===== config.mk =====
export PLATFORM = sky130hd
export DESIGN_NAME = adc_sample_sequencer_flat
export DESIGN_NICKNAME = d
export VERILOG_FILES = /design/src/rtl/adc_sample_sequencer_if.sv /design/src/rtl/adc_sample_sequencer.sv /design/src/flat_wrapper.sv
export SDC_FILE = /design/constraint.sdc
export NUM_CORES = 1
export LEC_CHECK = 0
export CAP_MARGIN = 0
export CORE_MARGIN = 2
export CORE_UTILIZATION = 50
export DETAILED_ROUTE_END_ITERATION = 7
export PLACE_DENSITY = 0.8
export SLEW_MARGIN = 20
export SYNTH_ARGS = -nofsm -noshare
export SYNTH_HDL_FRONTEND = slang
export SYNTH_SLANG_ARGS = --single-unit

===== constraint.sdc =====
create_clock -name i_clk -period 2.8 [get_ports i_clk]
set_input_delay 0.56 -clock i_clk [delete_from_list [all_inputs] [get_ports i_clk]]
set_output_delay 0.56 -clock i_clk [all_outputs]
set_load 0.01 [all_outputs]

===== src/rtl/adc_sample_sequencer_if.sv =====
// Sample stream from the ADC sequencer to the processing chain.
// valid/ready handshake: a sample transfers when data_valid & data_ready.
interface adc_sample_sequencer_if;
    logic [11:0] data_out;
    logic        data_valid;
    logic        data_ready;

    modport master (output data_out, output data_valid, input data_ready);
    modport slave  (input data_out, input data_valid, output data_ready);
endinterface


===== src/rtl/adc_sample_sequencer.sv =====
// Serial ADC master: periodic CS/SCLK frames, 16-bit shift-in, offset-binary to two's complement.
// Sample appears 34*CLK_DIV cycles after CS falls; an unaccepted sample is overwritten and flags sticky overrun.
module adc_sample_sequencer #(
    parameter int CLK_DIV       = 4,
    parameter int SAMPLE_PERIOD = 2272,
    parameter int QUIET_CYCLES  = 2
) (
    input  logic                          i_clk,
    input  logic                          i_reset,
    input  logic                          i_enable,
    input  logic                          i_sdata,
    output logic                          o_cs,
    output logic                          o_sclk,
    output logic                          o_busy,
    output logic                          o_overrun,
    adc_sample_sequencer_if.master        sample_if
);

    localparam int CMAX = (CLK_DIV > QUIET_CYCLES) ? CLK_DIV : QUIET_CYCLES;
    localparam int CW   = $clog2(CMAX);
    localparam int PW   = $clog2(SAMPLE_PERIOD);

    localparam logic [CW-1:0] DIV_LAST    = CW'(CLK_DIV - 1);
    localparam logic [CW-1:0] QUIET_LAST  = CW'(QUIET_CYCLES - 1);
    localparam logic [PW-1:0] PERIOD_LAST = PW'(SAMPLE_PERIOD - 1);

    typedef enum logic [2:0] {
        S_IDLE,
        S_LEAD,
        S_SHIFT,
        S_TRAIL,
        S_QUIET
    } state_t;

    state_t        r_state;
    logic [PW-1:0] r_period_cnt;
    logic [CW-1:0] r_cnt;
    logic [3:0]    r_bit_cnt;
    logic [11:0]   r_shift;
    logic          r_cs;
    logic          r_sclk;
    logic          r_busy;
    logic [11:0]   r_data_out;
    logic          r_data_valid;
    logic          r_overrun;

    logic          w_tick;
    logic          w_div_done;
    logic          w_accept;

    assign w_tick     = i_enable & (r_period_cnt == '0);
    assign w_div_done = (r_cnt == DIV_LAST);
    assign w_accept   = r_data_valid & sample_if.data_ready;

    always_ff @(posedge i_clk) begin
        if (i_reset || !i_enable) begin
            r_period_cnt <= '0;
        end else if (r_period_cnt == PERIOD_LAST) begin
            r_period_cnt <= '0;
        end else begin
            r_period_cnt <= r_period_cnt + PW'(1);
        end
    end

    always_ff @(posedge i_clk) begin
        if (i_reset) begin
            r_state      <= S_IDLE;
            r_cnt        <= '0;
            r_bit_cnt    <= '0;
            r_shift      <= '0;
            r_cs         <= 1'b1;
            r_sclk       <= 1'b1;
            r_busy       <= 1'b0;
            r_data_out   <= '0;
            r_data_valid <= 1'b0;
            r_overrun    <= 1'b0;
        end else begin
            if (w_accept) begin
                r_data_valid <= 1'b0;
            end

            case (r_state)
                S_IDLE: begin
                    if (w_tick) begin
                        r_cs    <= 1'b0;
                        r_busy  <= 1'b1;
                        r_cnt   <= '0;
                        r_state <= S_LEAD;
                    end
                end

                S_LEAD: begin
                    if (w_div_done) begin
                        r_cnt     <= '0;
                        r_sclk    <= 1'b0;
                        r_bit_cnt <= '0;
                        r_state   <= S_SHIFT;
                    end else begin
                        r_cnt <= r_cnt + CW'(1);
                    end
                end

                // r_sclk doubles as the half-period phase; capture on the rising transition.
                // Only 12 bits are kept: the four leading zeros shift out the top.
                S_SHIFT: begin
                    if (w_div_done) begin
                        r_cnt <= '0;
                        if (!r_sclk) begin
                            r_sclk  <= 1'b1;
                            r_shift <= {r_shift[10:0], i_sdata};
                        end else if (r_bit_cnt == 4'd15) begin
                            r_state <= S_TRAIL;
                        end else begin
                            r_sclk    <= 1'b0;
                            r_bit_cnt <= r_bit_cnt + 4'd1;
                        end
                    end else begin
                        r_cnt <= r_cnt + CW'(1);
                    end
                end

                S_TRAIL: begin
                    if (w_div_done) begin
                        r_cnt        <= '0;
                        r_cs         <= 1'b1;
                        r_state      <= S_QUIET;
                        r_data_out   <= {~r_shift[11], r_shift[10:0]};
                        r_data_valid <= 1'b1;
                        if (r_data_valid && !sample_if.data_ready) begin
                            r_overrun <= 1'b1;
                        end
                    end else begin
                        r_cnt <= r_cnt + CW'(1);
                    end
                end

                S_QUIET: begin
                    if (r_cnt == QUIET_LAST) begin
                        r_cnt   <= '0;
                        r_busy  <= 1'b0;
                        r_state <= S_IDLE;
                    end else begin
                        r_cnt <= r_cnt + CW'(1);
                    end
                end

                default: begin
                    r_state <= S_IDLE;
                end
            endcase
        end
    end

    assign o_cs                 = r_cs;
    assign o_sclk               = r_sclk;
    assign o_busy               = r_busy;
    assign o_overrun            = r_overrun;
    assign sample_if.data_out   = r_data_out;
    assign sample_if.data_valid = r_data_valid;

endmodule


===== src/flat_wrapper.sv =====
// flat-port wrapper written by rule: the top's interface ports become plain ports
module adc_sample_sequencer_flat 
#(
    parameter int CLK_DIV       = 4,
    parameter int SAMPLE_PERIOD = 2272,
    parameter int QUIET_CYCLES  = 2
)
  (i_clk, i_reset, i_enable, i_sdata, o_cs, o_sclk, o_busy, o_overrun, sample_if_data_out, sample_if_data_valid, sample_if_data_ready);
  adc_sample_sequencer_if sample_if_i ();
  input  logic i_clk;
  input  logic i_reset;
  input  logic i_enable;
  input  logic i_sdata;
  output logic o_cs;
  output logic o_sclk;
  output logic o_busy;
  output logic o_overrun;
  output wire logic [$bits(sample_if_i.data_out)-1:0] sample_if_data_out;
  output wire logic [$bits(sample_if_i.data_valid)-1:0] sample_if_data_valid;
  input wire logic [$bits(sample_if_i.data_ready)-1:0] sample_if_data_ready;
  assign sample_if_data_out = sample_if_i.data_out;
  assign sample_if_data_valid = sample_if_i.data_valid;
  assign sample_if_i.data_ready = sample_if_data_ready;
  adc_sample_sequencer #(.CLK_DIV(CLK_DIV), .SAMPLE_PERIOD(SAMPLE_PERIOD), .QUIET_CYCLES(QUIET_CYCLES)) u_core (.i_clk(i_clk), .i_reset(i_reset), .i_enable(i_enable), .i_sdata(i_sdata), .o_cs(o_cs), .o_sclk(o_sclk), .o_busy(o_busy), .o_overrun(o_overrun), .sample_if(sample_if_i));
endmodule

# Word-level counts from Yosys, hierarchy flattened
# Cells that the tools add are included.
[word_totals]
ff_bits = 50
input_bits = 5
out_inout_bits = 17
elab_cells = 86
[classes]
add_sub_neg = 3
eq_ne = 16
mux = 31
n_bitwise = 4
reduce_logical = 21
[ops]
columns = ["op", "count"]
rows = [
  ["$mux 3", 7],
  ["$mux 4", 4],
  ["$pmux 3 s5", 1],
  ["$reduce_and 3->1", 5],
  ["$ne 2x1->1 const B", 7],
  ["$add 12x1->12 const B", 1],
  ["$eq 12x12->1 const B", 1],
  ["$logic_not 12->1", 1],
  ["$mux 1", 11],
  ["$pmux 4 s2", 1],
  ["$reduce_and 7->1", 1],
  ["$eq 3x2->1 const B", 2],
  ["$mux 2", 3],
  ["$pmux 1 s2", 3],
  ["$pmux 2 s3", 1],
  ["$reduce_bool 2->1", 3],
  ["$reduce_and 5->1", 1],
  ["$add 4x1->4 const B", 1],
  ["$eq 4x4->1 const B", 1],
  ["$reduce_and 2->1", 2],
  ["$eq 3x1->1 const B", 1],
  ["$eq 3x3->1 const B", 1],
  ["$logic_not 3->1", 1],
  ["$reduce_bool 3->1", 1],
  ["other kinds (11)", 14],
]

# Longest topological paths before layout
[logic_depth]
word_depth = 5
ltp_mapped = 6
depth_no_buf = 6

# Worst setup path after synthesis
# Ideal clock, no wire load.
[synth_timing]
path_type = "reg-to-reg"
from = "register u_core.r_cnt[1]"
to = "register u_core.r_data_out[3], in the netlist u_core.sample_if.data_out[3]"
setup_time_ns = 0.132
arrival_ns = 1.297
slack_ns = 1.371
path_stages_with_launch = 7
n_path_buf = 1
cell_sequence = "dfxtp_1 > ha_1 > and2b_2 > nand3_1 > buf_4 > nand2_1 > a21oi_1"
[synth_between]
elab_chain_cells = 2
[synth_rtl]
columns = ["element", "line", "text"]
rows = [
  ["from (decl)", "adc_sample_sequencer.sv:37", "logic [CW-1:0] r_cnt;"],
  ["from (signal assigned)", "adc_sample_sequencer.sv:99", "r_cnt <= r_cnt + CW'(1);"],
  ["from (signal assigned)", "adc_sample_sequencer.sv:118", "r_cnt <= r_cnt + CW'(1);"],
  ["from (signal assigned)", "adc_sample_sequencer.sv:133", "r_cnt <= r_cnt + CW'(1);"],
  ["$eq 2x2->1", "adc_sample_sequencer.sv:52", "assign w_div_done = (r_cnt == DIV_LAST);"],
  ["$reduce_and 2->1 (no line)", "n/a", ""],
  ["to (signal assigned)", "adc_sample_sequencer.sv:127", "r_data_out <= {~r_shift[11], r_shift[10:0]};"],
  ["to (decl)", "adc_sample_sequencer.sv:43", "logic [11:0] r_data_out;"],
]
# Every way passes these cells.
# A chain may end at the register's enable or synchronous reset.

# Worst setup path after layout
[layout_timing]
from = "register u_core.r_cnt[1]"
to = "register u_core.r_shift[11]"
[layout_between]
elab_chain_cells = 2
[layout_rtl]
columns = ["element", "line", "text"]
rows = [
  ["$eq 2x2->1", "adc_sample_sequencer.sv:52", ""],
  ["$reduce_and 3->1 (no line)", "n/a", ""],
  ["to (signal assigned)", "adc_sample_sequencer.sv:110", "r_shift <= {r_shift[10:0], i_sdata};"],
  ["to (decl)", "adc_sample_sequencer.sv:39", "logic [11:0] r_shift;"],
]
# Every way passes these cells.

==> out/qor.yml <==
drt-initial-drc-count: 104
post-route-period-util_pct: 71.4
ys_types: 46
hpwl_um: 2750
post-route-min-period_ns: 2.00
numCtsBuffers: 5
grt_first_pass_wirelength_um: 6930
cts_hold_buf: 0
arrival_ns: 2.22
slew_violations: 0
dr.pass1.iters: 4
hold_path.class: "register to register"
fp.dieW_um: 70.0
ys_warn_count: 0
drcViolationCount: 0
cts_setup_buffers: 0
crit_required_ns: 3.02
synth.area.top_cells: "dfxtp_1 (46%), nand2_1 (8.3%), a21oi_1 (7.4%)"
r2r_start: "u_core.r_cnt[1]"
clock_latency_ns: 0.30
startpoint_type: "register"
synth_enable_flop_cells: 0
syn_inst: 253
cts_tree: "done"
reg2reg_depth: 5
ant_nets: 0
grt_pass1_vias: 1565
cts-root-buf: "clkbuf_8"
drive_gt1_share_pct: 7.43
synth_area_um2: 2180
setup_viol: 0
run_status: "finished clean"
fin_nets: 279
grt_start_max_net_pins: 26
coreArea_um2: 4260
p_leak_nw: 0.831
fmax_mhz: 500
ys_seq_area_share_pct: 46.0
grt_overflow: 0
antenna_found_initial: 0
worst-r2r-setup-slack_ns: 0.80
rows: 24
ir_drop_mv: 0.277
maxCapViolCount: 0
grt_setup_unrepaired: "false"
crit_type: "register to register"
io_pins: 22
design_area_um2: 2490
tightest_slew_ns: 0.700
yosysMostFrequentCell: "dfxtp_1"
postCtsResizedCells: 0
synth_top_area_share_pct: 46.0
cts.sinks: 50
synthToLayoutAreaGrowth_pct: 14.5
relSlewSlack_pct: 53.1
synth_common_cells: "dfxtp_1 (50), nand2_1 (48), a21oi_1 (32), o21ai_0 (15), nor2_1 (14)"
synth.avg_cell_area_um2: 8.61
finalHoldViolations: 0
die_h_um: 70.0
synthDominantAreaCellType: "dfxtp_1"
synth-main-ff-cell: "dfxtp_1"
crit_path_max_fanout: 17
crit_start: "u_core.r_cnt[1]"
r2r-end: "u_core.r_shift[11]"
place.gp.congestion: 0.776
skew_ns: 0.00326
io_buffers: 21
die-area_um2: 4900
antennaDiodeCount: 0
vias: 1737
synth_seq_cells: 50
path_clk_slew_ns: 0.09
grt_usage_pct: 17.4
cp-end-kind: "register"
syn_nets: 264
vias_per_cell: 5.41
finalSetupTns_ns: 0
clock_path_buffers: 2
start_util_pct: 51.1
wl_per_cell_um: 12.4
drt-total-wl_um: 3980
synthArstFlopShare_pct: 0
placed_cell_area_um2: 2390
cp-endpoint: "u_core.r_shift[11]"
ctsHtreeMaxLevel: 2
power.density_nw_per_um2: 543
stage by stage:
stage	utilization [%]	power, W	hold slack (ns)	setup slack [ns]	instances
after floorplan	-	0.000843	0.441	1.37	253
after global placement	56.0	0.000869	0.444	0.685	313
after detailed placement	56.0	0.000872	0.446	0.653	313
after CTS	58.5	0.00136	0.459	0.774	321
after global routing	58.5	0.00141	0.486	0.560	321
final	58.5	0.00136	0.455	0.800	321
worst min path at each step:
stage,from,end,slack (ns),depth (start not counted)
after global routing,u_core.sample_if.data_out[8],u_core.sample_if.data_out[8],0.49,2
after detailed placement,u_core.sample_if.data_out[8],u_core.sample_if.data_out[8],0.45,2
after floorplan,u_core.r_period_cnt[0],u_core.r_period_cnt[0],0.44,1
final,u_core.sample_if.data_out[8],u_core.sample_if.data_out[8],0.45,2
after CTS,u_core.sample_if.data_out[8],u_core.sample_if.data_out[8],0.46,2
after global placement,u_core.sample_if.data_out[7],u_core.sample_if.data_out[7],0.44,2
cell type report:
class                           instances  area [um2]
Clock inverter                          3        40.0
Tap cell                               52        65.1
Timing Repair Buffer                   23         225
Clock buffer                            5        68.8
Sequential cell                        50        1000
Inverter                                5        18.8
Fill cell                             397        1770
Multi-Input combinational cell        183        1080
layout by cell type, fill, tap and decap left out, drive strengths merged, types with 4 or more instances in the layout:
| cell type | synthesis | layout |
|---|---|---|
| nand2 | 48 | 48 |
| nand3 | 9 | 9 |
| dfxtp | 50 | 50 |
| o21ai | 16 | 16 |
| inv | 5 | 5 |
| clkdlybuf4s50 | 0 | 21 |
| ha | 6 | 6 |
| nand4 | 4 | 4 |
| nor3 | 6 | 6 |
| a21oi | 32 | 32 |
| clkbuf | 4 | 5 |
| nand2b | 6 | 6 |
| xnor2 | 5 | 5 |
| xor2 | 7 | 7 |
| nor2 | 15 | 15 |
routing by layer:
| layer | GRT usage (%) | vias to the layer above | wire length (um) |
|---|---|---|---|
| met5 | 0 | - | 0 |
| met4 | 7.69 | 0 | 72 |
| met3 | 3.03 | 7 | 112 |
| met2 | 28.6 | 25 | 1950 |
| met1 | 22.4 | 805 | 1850 |
| li1 | - | 900 | - |
power by group:
part	total (W)	switching, W	internal [W]	leakage, nW
sequential	0.000750	0.0000234	0.000727	0.404
clock	0.000501	0.000238	0.000263	0.0579
combinational	0.000105	0.0000511	0.0000535	0.369
flip-flops by register name, summed over array words and instances (netlist names):
register                     count
u_core.sample_if.data_out       12
u_core.r_cnt                     2
u_core.o_sclk                    1
u_core.o_busy                    1
u_core.o_overrun                 1
u_core.r_shift                  12
u_core.r_state                   3
u_core.sample_if.data_valid      1
u_core.r_bit_cnt                 4
u_core.r_period_cnt             12
u_core.o_cs                      1
critical path, cell delays in order (launching register included):
cell       delay (ns)
dfxtp_1          0.41
ha_1             0.34
nand4bb_4        0.26
nor2_1           0.61
nand2_1          0.12
a21oi_1          0.18
logic make-up after synthesis:
| group | Yosys count | share of synthesized area, % |
|---|---|---|
| buf+inv | 20 | 4.65 |
| compound gates | 58 | 14.9 |
| xor+xnor | 12 | 4.82 |
| flops | 50 | 46.0 |
| simple gates | 106 | 25.7 |
| fa+ha+maj | 6 | 3.45 |
| mux | 1 | 0.517 |
Power figures use the tool's default switching activity.
